--- config.mk ---
export PLATFORM = sky130hd
export DESIGN_NAME = ps2_scancode_rx
export DESIGN_NICKNAME = d
export VERILOG_FILES = /design/src/rtl/ps2_scancode_rx.sv
export SDC_FILE = /design/constraint.sdc
export NUM_CORES = 1
export LEC_CHECK = 0
export ABC_CLOCK_PERIOD_IN_PS = 8050
export BUFFER_PORTS_ARGS = -buffer_cell sky130_fd_sc_hd__buf_4
export CAP_MARGIN = 0
export CORE_MARGIN = 2
export CORE_UTILIZATION = 30
export CTS_CLUSTER_SIZE = 14
export DETAILED_ROUTE_END_ITERATION = 10
export GPL_ROUTABILITY_DRIVEN = 0
export HOLD_SLACK_MARGIN = 0.15
export PLACE_DENSITY_LB_ADDON = 0.05
export SYNTH_ARGS = -nofsm -noshare
export SYNTH_HDL_FRONTEND = slang
export SYNTH_SLANG_ARGS = --single-unit
--- constraint.sdc ---
create_clock -name clk -period 8.05 [get_ports clk]
set_input_delay 0 -clock clk [delete_from_list [all_inputs] [get_ports clk]]
set_output_delay 0 -clock clk [all_outputs]
set_load 0.03 [all_outputs]
--- src/rtl/ps2_scancode_rx.sv ---
// rtl/ps2_scancode_rx.sv - PS/2 keyboard receiver: pin sync/filter, frame deframer, E0/F0 prefix folding, event FIFO
module ps2_scancode_rx #(
    parameter int FILT_LEN       = 4,
    parameter int TIMEOUT_CYCLES = 50000,
    parameter int FIFO_DEPTH     = 8
) (
    input  logic                          clk,
    input  logic                          rst,
    input  logic                          ps2c,
    input  logic                          ps2d,
    input  logic                          rd_en,
    output logic                          ev_valid,
    output logic [7:0]                    ev_code,
    output logic                          ev_ext,
    output logic                          ev_break,
    output logic [$clog2(FIFO_DEPTH):0]   ev_count,
    output logic                          overflow,
    output logic                          parity_err,
    output logic                          frame_err
);

    localparam int AW = $clog2(FIFO_DEPTH);
    localparam int CW = AW + 1;
    localparam int FW = $clog2(FILT_LEN + 1);
    localparam int TW = $clog2(TIMEOUT_CYCLES + 1);
    localparam logic [FW-1:0] FILT_LAST = FW'(FILT_LEN - 1);
    localparam logic [TW-1:0] TO_LAST   = TW'(TIMEOUT_CYCLES - 1);
    localparam logic [CW-1:0] CNT_FULL  = CW'(FIFO_DEPTH);

    typedef enum logic [1:0] {
        S_IDLE,
        S_DATA,
        S_PARITY,
        S_STOP
    } state_t;

    // ---------------------------------------------------------------
    // Input path: index 0 is the clock pin, index 1 the data pin
    // ---------------------------------------------------------------
    logic [1:0]    pin_raw;
    logic [1:0]    sync1;
    logic [1:0]    sync2;
    logic [1:0]    filt;
    logic [FW-1:0] fcnt [2];
    logic          filt_c_q;
    logic          fall;
    logic          dbit;

    assign pin_raw = {ps2d, ps2c};

    // Filtered value only flips once FILT_LEN consecutive samples disagree with it
    always_ff @(posedge clk) begin
        if (rst) begin
            sync1    <= 2'b11;
            sync2    <= 2'b11;
            filt     <= 2'b11;
            filt_c_q <= 1'b1;
            for (int i = 0; i < 2; i++) fcnt[i] <= '0;
        end else begin
            sync1    <= pin_raw;
            sync2    <= sync1;
            filt_c_q <= filt[0];
            for (int i = 0; i < 2; i++) begin
                if (sync2[i] == filt[i]) begin
                    fcnt[i] <= '0;
                end else if (fcnt[i] == FILT_LAST) begin
                    filt[i] <= sync2[i];
                    fcnt[i] <= '0;
                end else begin
                    fcnt[i] <= fcnt[i] + 1'b1;
                end
            end
        end
    end

    assign fall = filt_c_q & ~filt[0];
    assign dbit = filt[1];

    // ---------------------------------------------------------------
    // Frame FSM
    // ---------------------------------------------------------------
    state_t        state;
    state_t        state_n;
    logic [2:0]    bitcnt;
    logic [7:0]    shreg;
    logic          par_bit;
    logic [TW-1:0] to_cnt;
    logic          timeout;
    logic          byte_ok;
    logic          perr;
    logic          ferr;

    assign timeout = (state != S_IDLE) && !fall && (to_cnt == TO_LAST);

    always_ff @(posedge clk) begin
        if (rst) begin
            state   <= S_IDLE;
            bitcnt  <= '0;
            shreg   <= '0;
            par_bit <= 1'b0;
            to_cnt  <= '0;
        end else begin
            state <= state_n;
            if (state == S_IDLE || fall) begin
                to_cnt <= '0;
            end else begin
                to_cnt <= to_cnt + 1'b1;
            end
            if (fall) begin
                case (state)
                    S_IDLE:   bitcnt <= '0;
                    S_DATA: begin
                        shreg  <= {dbit, shreg[7:1]};
                        bitcnt <= bitcnt + 1'b1;
                    end
                    S_PARITY: par_bit <= dbit;
                    default:  ;
                endcase
            end
        end
    end

    always_comb begin
        state_n = state;
        case (state)
            S_IDLE:   if (fall && !dbit) state_n = S_DATA;
            S_DATA:   if (fall && bitcnt == 3'd7) state_n = S_PARITY;
            S_PARITY: if (fall) state_n = S_STOP;
            S_STOP:   if (fall) state_n = S_IDLE;
            default:  state_n = S_IDLE;
        endcase
        if (timeout) state_n = S_IDLE;
    end

    // A bad stop bit outranks a bad parity bit
    always_comb begin
        byte_ok = 1'b0;
        perr    = 1'b0;
        ferr    = 1'b0;
        if (state == S_STOP && fall) begin
            if (!dbit) begin
                ferr = 1'b1;
            end else if (!(^{shreg, par_bit})) begin
                perr = 1'b1;
            end else begin
                byte_ok = 1'b1;
            end
        end
        if (timeout) ferr = 1'b1;
    end

    logic       byte_stb;
    logic [7:0] byte_q;

    always_ff @(posedge clk) begin
        if (rst) begin
            byte_stb   <= 1'b0;
            byte_q     <= '0;
            parity_err <= 1'b0;
            frame_err  <= 1'b0;
        end else begin
            byte_stb   <= byte_ok;
            parity_err <= perr;
            frame_err  <= ferr;
            if (byte_ok) byte_q <= shreg;
        end
    end

    // ---------------------------------------------------------------
    // Prefix decoder
    // ---------------------------------------------------------------
    logic       ext_pend;
    logic       brk_pend;
    logic       is_pfx;
    logic       push;
    logic [9:0] push_data;

    assign is_pfx    = (byte_q == 8'hE0) || (byte_q == 8'hF0);
    assign push      = byte_stb && !is_pfx;
    assign push_data = {ext_pend, brk_pend, byte_q};

    always_ff @(posedge clk) begin
        if (rst) begin
            ext_pend <= 1'b0;
            brk_pend <= 1'b0;
        end else if (parity_err || frame_err) begin
            ext_pend <= 1'b0;
            brk_pend <= 1'b0;
        end else if (byte_stb) begin
            if (byte_q == 8'hE0) begin
                ext_pend <= 1'b1;
            end else if (byte_q == 8'hF0) begin
                brk_pend <= 1'b1;
            end else begin
                ext_pend <= 1'b0;
                brk_pend <= 1'b0;
            end
        end
    end

    // ---------------------------------------------------------------
    // Show-ahead event FIFO
    // ---------------------------------------------------------------
    logic [9:0]    mem [FIFO_DEPTH];
    logic [AW-1:0] wr_ptr;
    logic [AW-1:0] rd_ptr;
    logic [CW-1:0] count;
    logic          full;
    logic          pop;
    logic          wr_ok;
    logic [9:0]    head;

    assign full  = (count == CNT_FULL);
    assign pop   = rd_en && ev_valid;
    assign wr_ok = push && (!full || pop);

    always_ff @(posedge clk) begin
        if (wr_ok) mem[wr_ptr] <= push_data;
    end

    always_ff @(posedge clk) begin
        if (rst) begin
            wr_ptr   <= '0;
            rd_ptr   <= '0;
            count    <= '0;
            overflow <= 1'b0;
        end else begin
            if (wr_ok) wr_ptr <= wr_ptr + 1'b1;
            if (pop)   rd_ptr <= rd_ptr + 1'b1;
            if (push && full && !pop) overflow <= 1'b1;
            case ({wr_ok, pop})
                2'b10:   count <= count + 1'b1;
                2'b01:   count <= count - 1'b1;
                default: count <= count;
            endcase
        end
    end

    // Head fields read as zero while empty so nothing stale leaks out
    assign head     = mem[rd_ptr];
    assign ev_valid = (count != '0);
    assign ev_code  = ev_valid ? head[7:0] : 8'h00;
    assign ev_break = ev_valid ? head[8] : 1'b0;
    assign ev_ext   = ev_valid ? head[9] : 1'b0;
    assign ev_count = count;

endmodule

======== Yosys cells after proc, flatten, opt, wreduce, memory -nomap -nowiden ========
Memory sizes are Yosys's and may differ from the RTL's. A register that Yosys moved wholly into a read port is not among the register bits.
Cells that the tools add are included.
word-level totals
  flip-flop bits (word level) ............. 61
  RAM bits ................................ 86
  input port bits ......................... 5
  output and inout bits ................... 18
  word-level logic and storage cells ...... 153
  memories kept ........................... 2
memory list
  memory  depth  bits a word  rd ports  clocked after Yosys merged registers in  write ports  line  RTL
  mem     8      10           1         1                                        1            204   logic [9:0] mem [FIFO_DEPTH];
  fcnt    2      3            2         0                                        2            44    logic [FW-1:0] fcnt [2];
operators by class
  add/sub/neg operators ................... 8
  equal/unequal tests ..................... 19
  multiplexer cells ....................... 54
  bitwise gates (word level) .............. 13
  reductions and logical operators ........ 37
operators by type and width
  cell                                                             count
  1-bit two-way mux                                                38
  3-bit two-way mux                                                8
  16-bit by 1-bit adder with 16-bit output, second input constant  1
  16-bit == test, second input constant                            1
  8-bit == test, second input constant                             2
  3-bit by 1-bit adder with 3-bit output, second input constant    5
  2-bit AND reduction                                              7
  1-bit logical AND                                                10
  9-bit XOR reduction                                              1
  2-bit two-way mux                                                4
  8-bit two-way mux                                                1
  2-bit != test, second input constant                             4
  2-bit case mux with 4 select lines                               1
  4-bit case mux with 2 select lines                               1
  2-bit == test, second input constant                             3
  3-bit by 2-bit == test with 1-bit output, second input constant  2
  1-bit NOT                                                        6
  1-bit bitwise OR                                                 6
  3-bit case mux with 2 select lines                               1
  2-bit nonzero test                                               3
  2-bit OR reduction                                               3
  1-bit logical NOT                                                5
  4-bit by 1-bit adder with 4-bit output, second input constant    1
  2-bit by 1-bit == test with 1-bit output, second input constant  2
  other kinds (11)                                                 15

======== Logic depth before layout (Yosys ltp) ========
Gate-level depths: netlist of the first run.
  depth in word-level cells ............... 7
  gate-level depth with buffers ........... 12
  depth with buffers taken out ............ 11

======== Worst setup path before layout of the first run ========
No wires, ideal clock.
  path type ............................... reg2reg
  start point ............................. register byte_q[5]
  end point ............................... memory mem[0][0] (enable)
  setup time .............................. 0.404 ns
  arrival time ............................ 2.288 ns
  data required time ...................... 7.646 ns
  slack ................................... 5.358 ns
  cell stages (with the launch flop) ...... 5
  buffers on the path ..................... 0
  clock period less this slack ............ 2.692 ns
  cells stage by stage .................... dfxtp_1 nor4bb_1 a31oi_1 nand2_1 nor4_1
between the ends
  cells in the longest elaborated chain, start to end .. 7
  elaborated cells between the ends (all ways) .. 8
  those cells by class .................... 2 x eq/ne; 2 x mux; 4 x reduce/logical
ends and longest elaborated chain
  what                                         line  RTL
  from (decl)                                  153   logic [7:0] byte_q;
  from (signal assigned)                       165   if (byte_ok) byte_q <= shreg;
  8-bit == test                                178   assign is_pfx = (byte_q == 8'hE0) || (byte_q == 8'hF0);
  1-bit logical OR (*)                         178
  1-bit logical NOT (*)                        179   assign push = byte_stb && !is_pfx;
  1-bit logical AND (*)                        179
  1-bit logical AND (*)                        215   assign wr_ok = push && (!full || pop);
  1-bit two-way mux (*)                        218   if (wr_ok) mem[wr_ptr] <= push_data;
  1-bit two-way mux (implied by the code) (*)  218
  to (decl)                                    204
Mark *: on every way between the ends. The rest lies on a longest branch, timed or not.

======== Worst setup path in the final report of the first run ========
  start point ............................. register byte_q[5]
  end point ............................... register count[3] (netlist: ev_count[3])
between the ends
  cells in the longest elaborated chain, start to end .. 7
  elaborated cells between the ends (all ways) .. 10
  those cells by class .................... 4 x eq/ne; 1 x mux; 5 x reduce/logical
ends and longest elaborated chain
  what                                                                              line  RTL
  8-bit == test                                                                     178
  1-bit logical OR (*)                                                              178
  1-bit logical NOT (*)                                                             179
  1-bit logical AND (*)                                                             179
  1-bit logical AND (*)                                                             215
  2-bit by 1-bit == test with 1-bit output / 2-bit == test (equally long branches)  231   case ({wr_ok, pop})
  4-bit case mux with 2 select lines / 2-bit nonzero test (equally long branches)   n/a
  to (signal assigned)                                                              232   2'b10: count <= count + 1'b1;
  to (signal assigned)                                                              233   2'b01: count <= count - 1'b1;
  to (signal assigned)                                                              234   default: count <= count;
  to (decl)                                                                         207   logic [CW-1:0] count;
Marks and branches as above.
A chain may end at the register's enable or synchronous reset.

==> results.py, run 1 <==
metrics = {
    "status": {
        "status": "finished clean",
    },
    "finish": {
        "syn2layout_area_growth_pct": 18.5,
        "antenna_cells": 0,
        "drive_gt1_frac": 0.180,
        "fin_area_mm2": 0.00730,
        "nFillCells": 2018,
        "fin_nets": 540,
    },
    "yosys": {
        "synth_area_leaders": "edfxtp_1 (42%), dfxtp_1 (21%), mux4_2 (7.3%)",
        "synth-edff-count": 86,
        "async_flop_share": 0,
        "netlist_area_mm2": 0.00616,
        "ys_ff_latch": 150,
        "synth-main-ff-cell": "edfxtp_1",
        "synth_cell_types": 46,
        "yosysWarnings": 0,
        "synth_top_cell_by_area": "edfxtp_1",
        "synth_common_cells": "edfxtp_1 (86), dfxtp_1 (64), nor2_1 (58), nand2_1 (32), inv_1 (25)",
        "yosysTopAreaCellShare": 0.419,
        "synthCells": 477,
        "synth_area_per_cell_um2": 12.9,
        "ys_seq_area_frac": 0.627,
        "yosysMostFrequentCell": "edfxtp_1",
    },
    "floorplanning": {
        "die_w_um": 147,
        "dieArea_mm2": 0.0217,
        "initial_core_util": 0.305,
        "ioPinCount": 23,
        "fp-row-count": 52,
        "fp.dieH_um": 147,
        "coreArea_mm2": 0.0202,
    },
    "setup_path": {
        "cp-start-kind": "flop",
        "cp_max_fo": 10,
        "rr_worst_depth": 11,
        "crit_chain": "nor4bb_1 -> a31oi_1 -> buf_4 -> nand2b_1 -> inv_1 -> ha_1 -> a21o_1 -> a21oi_1 -> nand3b_1 -> and3_1 -> nor3_1",
        "critPathCaptureType": "flop",
        "crit_family": "simple AND/OR/NAND/NOR gates",
        "crit_arrival_ns": 3.05,
        "critPathSlowestCell": "dfxtp_1",
        "cp.required_ns": 8.39,
        "crit_buf_inv": 2,
        "crit_type": "flop to flop",
        "crit_cells": 11,
        "cpPeakStageDelay_ns": 0.48,
    },
    "place": {
        "portBuffers": 22,
        "dpl_cell_area_mm2": 0.00666,
        "hpwl_um": 8040,
    },
    "timing": {
        "worst_pin_slew_ns": 1.17,
        "tns_ns": 0,
        "slew_viol_final": 0,
        "fin_crit_ns": 2.71,
        "maxSlewHeadroom": 0.219,
        "setup_viol": 0,
        "fin_crit_sh": 0.337,
        "fmax_mhz": 369,
        "clock_skew_ns": 0.00869,
        "hold_viol": 0,
        "rsz0062_at_grt": "false",
    },
    "global_route": {
        "grt_max_degree": 48,
        "antenna_found_initial": 0,
        "grt_usage": 0.125,
        "grt_pass1_wl_um": 20500,
        "globalRouteOverflowTotal": 0,
        "grt_pass1_vias": 3723,
    },
    "clocking": {
        "insertion_delay_ns": 0.42,
        "cts.reportedPaths.clkPinSlew_ns": 0.07,
        "cts_sinks": 150,
        "post_cts_buffers": 0,
        "cts_buffer_depth": 2,
        "cts_buffers": 17,
        "cts_tree": "yes",
        "cts_root_buf": "clkbuf_16",
        "ctsHtreeMaxLevel": 4,
    },
    "drt": {
        "num_vias": 3653,
        "ant_nets": 0,
        "route.detailed.drc": 0,
        "drt_iter0_drc": 167,
        "drt-wirelength-per-cell_um": 15.9,
        "drt-vias-per-instance": 4.55,
        "drt-total-wl_um": 12800,
        "drt_pass1_iterations": 4,
    },
    "power": {
        "ir_drop_mv": 0.164,
        "powerDensity_mw_per_mm2": 279,
        "leakagePower_nw": 2.50,
    },
    "job": {
        "cap_violations": 0,
    },
    "min_path": {
        "holdCritPathClass": "input pin to flop",
        "min_path_cells": 3,
    },
}
[final timing paths]
kind / from / endpoint / slack, ns
setup / recovery: byte_q[5]$_SDFFE_PP0P_ / ev_count[3]$_SDFFE_PP0P_ / 5.34
hold / removal: ps2c / sync1[0]$_SDFF_PP1_ / 0.31
setup reg to reg: byte_q[5]$_SDFFE_PP0P_ / ev_count[3]$_SDFFE_PP0P_ / 5.34
hold reg to reg: sync1[0]$_SDFF_PP1_ / sync2[0]$_SDFF_PP1_ / 0.41
[worst reg2reg max path, stage by stage, from the launching register on]
cell and delay (ns):
dfxtp_1 0.48, nor4bb_1 0.48, a31oi_1 0.16, buf_4 0.20, nand2b_1 0.18, inv_1 0.10
ha_1 0.23, a21o_1 0.18, a21oi_1 0.19, nand3b_1 0.12, and3_1 0.18, nor3_1 0.15
[metal layers]
metal	vias up	track usage	part of all wire
li1	1786	-	-
met2	44	0.206	0.50
met4	0	0.0476	0.015
met5	-	0	0
met1	1811	0.160	0.46
met3	12	0.0298	0.028
[layout make-up]
| class | count | area (µm²) | share of cell area |
|---|---|---|---|
| inverters | 25 | 93.8 | 0.0129 |
| flip-flops and latches | 150 | 3860 | 0.529 |
| repair buffers | 37 | 290 | 0.0398 |
| clock inverters | 14 | 136 | 0.0187 |
| multi-input cells | 288 | 2130 | 0.291 |
| clock buffers | 18 | 450 | 0.0617 |
| well taps | 270 | 338 | 0.0463 |
[registers in the layout, indices dropped and copies added, names as in the netlist, 2 cells and up, named ones only]
| register | flops |
|---|---|
| filt | 2 |
| sync1 | 2 |
| bitcnt | 3 |
| mem | 80 |
| fcnt | 6 |
| sync2 | 2 |
| byte_q | 8 |
| wr_ptr | 3 |
| to_cnt | 16 |
| rd_ptr | 3 |
| shreg | 8 |
| state | 2 |
| ev_count | 4 |
[timing repair]
action,in CTS,in global routing
endpoints found under the hold margin,43,0
resized for setup,0,0
hold buffers,5,0
[through the flow]
stage / instances / power (mW) / util / setup WS, ns / hold slack [ns]
6_report: 802 / 2.04 / 0.362 / 5.34 / 0.309
5_1_grt: 802 / 2.13 / 0.362 / 5.13 / 0.292
4_1_cts: 802 / 2.07 / 0.362 / 5.31 / 0.281
3_5_place_dp: 765 / 1.28 / 0.330 / 5.32 / 0.192
3_3_place_gp: 765 / 1.27 / 0.330 / 5.42 / 0.186
2_1_floorplan: 482 / 1.13 / - / 5.36 / 0.104
[cell families (layout without fill, tap and decap cells)]
group | Yosys count | count (layout) | synth area share
and+or+nand+nor | 156 | 156 | 0.121
DFF | 150 | 150 | 0.627
other | 1 | 6 | 0.000609
xor gates and xnor gates | 30 | 30 | 0.0451
adders and majority gates | 16 | 16 | 0.0337
muxes | 35 | 35 | 0.0977
AOI/OAI and AO/OA | 45 | 45 | 0.0404
buffers and inverters | 44 | 94 | 0.0339
[cell usage in the layout (no fill, tap or decap), types with 6 or more instances in the layout]
cell / synthesis / routed
or3_1: 8 / 8
clkbuf_16: 0 / 18
nand3_1: 11 / 11
nand4_1: 6 / 6
dfxtp_1: 64 / 64
nor2_1: 58 / 58
conb_1: 1 / 6
a21oi_1: 24 / 24
o21ai_0: 10 / 10
nor3_1: 8 / 8
mux4_2: 20 / 20
xnor2_1: 17 / 17
ha_1: 15 / 15
mux2i_1: 14 / 14
buf_4: 1 / 32
xor2_1: 12 / 12
inv_6: 0 / 6
edfxtp_1: 86 / 86
nand2_1: 32 / 32
inv_1: 25 / 25
[where the power goes]
part           leakage [nW]  total [mW]  internal (mW)  switching (mW)
combinational         0.882       0.403          0.164           0.240
clock                 0.294       0.788          0.453           0.336
sequential             1.32       0.848          0.820          0.0274
total                  2.50        2.04           1.44           0.603
No activity file was read; power rests on OpenSTA's default activity.
==> run 2, diff against run 1 <==
Settings changed: ABC_CLOCK_PERIOD_IN_PS 8050 to 2810.
Clock period 8.05 ns to 2.81 ns, I/O delays scaled along.
==> run 2 against run 1 <==
Compared with the run above:
- combinational power increased to 2.9 times the previous value
- critical endpoint unchanged
- largest power group unchanged
- setup slack worse by 5.0 ns
- non-clock buffer count increased by 4
- power grew to 2.8 times the previous value
- worst hold slack lost 0.0017 ns
- final cell count grew 0.50%
- maximum frequency rose by 9.5%
==> results.py, run 2 (synthesis gave the netlist of run 1 again) <==
metrics = {
    "global_route": {
        "antenna_found_initial": 0,
        "globalRouteOverflowTotal": 0,
        "grt_usage": 0.124,
        "grt_pass1_wl_um": 20200,
        "grt_max_degree": 48,
        "grt_pass1_vias": 3703,
    },
    "timing": {
        "setup_viol": 0,
        "rsz0062_at_grt": "false",
        "hold_viol": 0,
        "tns_ns": 0,
        "fin_crit_ns": 2.48,
        "fmax_mhz": 404,
        "maxSlewHeadroom": 0.473,
        "worst_pin_slew_ns": 0.790,
        "clock_skew_ns": 0.0110,
        "slew_viol_final": 0,
        "fin_crit_sh": 0.881,
    },
    "drt": {
        "drt-vias-per-instance": 4.43,
        "drt_iter0_drc": 77,
        "drt-total-wl_um": 12300,
        "route.detailed.drc": 0,
        "drt_pass1_iterations": 4,
        "num_vias": 3567,
        "ant_nets": 0,
        "drt-wirelength-per-cell_um": 15.3,
    },
    "place": {
        "dpl_cell_area_mm2": 0.00668,
        "portBuffers": 22,
        "hpwl_um": 7790,
    },
    "floorplanning": {
        "fp-row-count": 52,
        "dieArea_mm2": 0.0217,
        "die_w_um": 147,
        "fp.dieH_um": 147,
        "coreArea_mm2": 0.0202,
        "initial_core_util": 0.305,
        "ioPinCount": 23,
    },
    "setup_path": {
        "critPathCaptureType": "flop",
        "crit_arrival_ns": 2.82,
        "crit_type": "flop to flop",
        "cp_max_fo": 10,
        "cp-start-kind": "flop",
        "cp.required_ns": 3.15,
        "reg2reg_slack_ns": 0.33,
    },
    "finish": {
        "reg_top3": "mem x80, to_cnt x16",
        "fin_area_mm2": 0.00728,
        "final_common_cell": "edfxtp_1",
        "fin_nets": 544,
        "final_cell_mix": "edfxtp_1 (86), dfxtp_1 (64), nor2_1 (58)",
        "top_register": "mem",
        "largest_reg_flops": 80,
        "drive_gt1_frac": 0.185,
        "syn2layout_area_growth_pct": 18.2,
        "antenna_cells": 0,
    },
    "status": {
        "status": "finished clean",
    },
    "clocking": {
        "post_cts_buffers": 0,
        "cts_buffers": 17,
        "ctsHtreeMaxLevel": 4,
        "cts_root_buf": "clkbuf_16",
        "cts.reportedPaths.clkPinSlew_ns": 0.07,
        "insertion_delay_ns": 0.42,
        "cts_buffer_depth": 2,
        "cts_tree": "yes",
        "cts_sinks": 150,
    },
    "job": {
        "cap_violations": 0,
    },
    "power": {
        "powerDensity_mw_per_mm2": 779,
        "total_power_mw": 5.67,
        "leakagePower_nw": 2.48,
        "ir_drop_mv": 0.392,
    },
    "min_path": {
        "holdCritPathClass": "input pin to flop",
    },
}
==> run 2: worst paths after layout <==
kind                          start                       end  cells past startpoint
min                            ps2c       sync1[0]$_SDFF_PP1_                      3
min reg2reg     sync1[0]$_SDFF_PP1_       sync2[0]$_SDFF_PP1_                      1
max          byte_q[6]$_SDFFE_PP0P_  ev_count[3]$_SDFFE_PP0P_                     10
max reg2reg  byte_q[6]$_SDFFE_PP0P_  ev_count[3]$_SDFFE_PP0P_                     10
==> run 2: cell type report <==
cell class | count | area [µm²]
timing repair buffer | 41 | 320
fill | 2011 | 12900
inverter | 25 | 93.8
clock buffer | 17 | 425
multi-input combinational | 288 | 2120
sequential | 150 | 3860
clock inverter | 15 | 121
tap | 270 | 338
==> run 2: timing repair <==
item	CTS	global route
hold buffers	5	0
endpoints found under the hold margin	42	0
resized for setup	0	0
==> run 2: metal layers <==
metal,up-vias,track usage,wire [µm]
li1,1798,-,-
met1,1722,0.156,5950
met2,37,0.205,5960
met3,10,0.0370,350
met4,0,0.0399,92
met5,-,0,0
==> run 2: report_power, final <==
part	switching [mW]	leakage (nW)	internal, mW	total [mW]
registers	0.0531	1.32	2.35	2.40
clock network	0.951	0.255	1.15	2.10
logic	0.696	0.903	0.470	1.17
==> run 2: through the flow <==
stage	hold slack, ns	utilization	worst slack (ns)	cells
finish	0.307	0.361	0.334	806
detailed placement	0.190	0.331	0.289	769
global placement	0.186	0.331	0.369	769
CTS	0.276	0.361	0.237	806
global route	0.285	0.361	0.112	806
floorplan	0.104	-	0.118	482
==> run 2: critical path, cell delays in order (launching register included) <==
cell and delay [ns]:
dfxtp_1 0.47, nor4bb_1 0.40, a31oi_1 0.21, nand2b_1 0.22, inv_1 0.10, ha_1 0.23
a21o_1 0.18, a21oi_1 0.16, nand3b_1 0.11, and3_1 0.18, nor3_1 0.15
==> run 3, diff against run 2 <==
Settings changed: PLACE_DENSITY_LB_ADDON 0.05 to 0.25.
==> run 3 against run 2 <==
Compared with the run above:
- maximum frequency shrank 0.79%
- worst hold slack lost 0.0042 ns
- count of clock-buffer cells in the layout grew 1
- largest power group unchanged
- first-iteration DRC count grew 120%
- sequential power is essentially flat
- flip-flop and latch count is the same
- critical endpoint unchanged
==> results.py, run 3 (synthesis gave the netlist of run 1 again) <==
metrics = {
    "status": {
        "status": "finished clean",
    },
    "timing": {
        "setup_viol": 0,
        "fin_crit_ns": 2.50,
        "maxSlewHeadroom": 0.490,
        "slew_viol_final": 0,
        "fmax_mhz": 401,
        "clock_skew_ns": 0.00910,
        "fin_crit_sh": 0.888,
        "tns_ns": 0,
        "worst_pin_slew_ns": 0.763,
        "rsz0062_at_grt": "false",
        "hold_viol": 0,
    },
    "drt": {
        "route.detailed.drc": 0,
        "drt-total-wl_um": 11700,
        "drt_pass1_iterations": 4,
        "ant_nets": 0,
        "drt-vias-per-instance": 4.48,
        "num_vias": 3607,
        "drt-wirelength-per-cell_um": 14.6,
        "drt_iter0_drc": 173,
    },
    "clocking": {
        "cts_resized": 0,
        "cts_root_buf": "clkbuf_16",
        "cts_sinks": 150,
        "ctsHtreeMaxLevel": 4,
        "cts_buffers": 17,
        "insertion_delay_ns": 0.42,
        "cts_tree": "yes",
        "cts_buffer_depth": 2,
        "post_cts_buffers": 0,
        "cts.reportedPaths.clkPinSlew_ns": 0.06,
    },
    "floorplanning": {
        "fp-row-count": 52,
        "fp.dieH_um": 147,
        "initial_core_util": 0.305,
        "ioPinCount": 23,
        "coreArea_mm2": 0.0202,
        "dieArea_mm2": 0.0217,
        "die_w_um": 147,
    },
    "setup_path": {
        "critPathCaptureType": "flop",
        "cp.required_ns": 3.15,
        "crit_arrival_ns": 2.84,
        "cp-start-kind": "flop",
        "cp_max_fo": 10,
        "crit_type": "flop to flop",
    },
    "global_route": {
        "grt_pass1_wl_um": 18800,
        "antenna_found_initial": 0,
        "globalRouteOverflowTotal": 0,
        "grt_pass1_vias": 3558,
        "grt_usage": 0.114,
        "grt_max_degree": 48,
    },
    "power": {
        "powerDensity_mw_per_mm2": 780,
        "leakagePower_nw": 2.49,
        "ir_drop_mv": 0.447,
    },
    "finish": {
        "final_common_cell": "edfxtp_1",
        "top_register": "mem",
        "drive_gt1_frac": 0.181,
        "syn2layout_area_growth_pct": 18.3,
        "reg_top3": "mem x80, to_cnt x16",
        "fin_area_mm2": 0.00729,
        "fin_nets": 544,
        "antenna_cells": 0,
        "nFillCells": 1974,
        "largest_reg_flops": 80,
        "final_cell_mix": "edfxtp_1 (86), dfxtp_1 (64), nor2_1 (58)",
    },
    "place": {
        "dpl_cell_area_mm2": 0.00668,
        "portBuffers": 22,
        "hpwl_um": 7530,
    },
    "min_path": {
        "holdCritPathClass": "input pin to flop",
    },
    "job": {
        "cap_violations": 0,
    },
}
-- run 3: changes by cell type in the layout (fill, tap and decap cells not counted) --
cell,before,now
inv_8,2,0
bufinv_16,0,1
clkinv_2,1,2
clkbuf_1,0,1
clkinv_1,1,2
clkinv_4,1,2
clkinvlp_4,5,2
-- run 3: metal layers --
metal | track usage | vias up | share of wire
li1 | - | 1791 | -
met1 | 0.144 | 1755 | 0.47
met2 | 0.186 | 44 | 0.48
met3 | 0.0307 | 17 | 0.028
met4 | 0.0462 | 0 | 0.016
met5 | 0 | - | 0
-- run 3: cell type report --
cell class,count,area [µm²],area share
Clock inverter,14,124,0.0170
Tap cell,270,338,0.0464
Clock buffer,18,429,0.0589
Sequential cell,150,3860,0.530
Inverter,25,93.8,0.0129
Multi-Input combinational cell,288,2120,0.291
Timing Repair Buffer,41,320,0.0440
-- run 3: what timing repair did --
item / 4_1_cts / 5_1_grt
endpoints found under the setup margin: 0 / 0
hold endpoints to repair: 43 / 0
hold buffers: 5 / 0
-- run 3: stage by stage --
step | setup slack, ns | hold WS [ns] | std cells | util | total power, mW
2_1_floorplan | 0.118 | 0.104 | 482 | - | 3.23
3_3_place_gp | 0.315 | 0.186 | 769 | 0.331 | 3.61
3_5_place_dp | 0.296 | 0.189 | 769 | 0.331 | 3.62
4_1_cts | 0.246 | 0.285 | 806 | 0.361 | 5.75
5_1_grt | 0.0231 | 0.304 | 806 | 0.361 | 5.94
6_report | 0.315 | 0.303 | 806 | 0.361 | 5.69
-- run 3: report_power, final --
group / total (mW) / internal [mW] / switching (mW)
Sequential: 2.42 / 2.35 / 0.0707
Clock: 2.13 / 1.22 / 0.903
Combinational: 1.14 / 0.478 / 0.661
-- run 3: final timing paths --
check,start,end,slack [ns],cells past startpoint
setup / recovery,byte_q[5]$_SDFFE_PP0P_,ev_count[3]$_SDFFE_PP0P_,0.31,10
hold / removal,ps2d,sync1[1]$_SDFF_PP1_,0.30,3
setup reg to reg,byte_q[5]$_SDFFE_PP0P_,ev_count[3]$_SDFFE_PP0P_,0.31,10
hold reg to reg,sync1[1]$_SDFF_PP1_,sync2[1]$_SDFF_PP1_,0.41,1
-- run 3: critical path, cell delays in order, from the launching register on --
cell and delay, ns:
dfxtp_1 0.48, nor4bb_1 0.42, a31oi_1 0.19, nand2b_1 0.22, inv_1 0.10, ha_1 0.23, a21o_1 0.18, a21oi_1 0.16
nand3b_1 0.11, and3_1 0.18, nor3_1 0.17
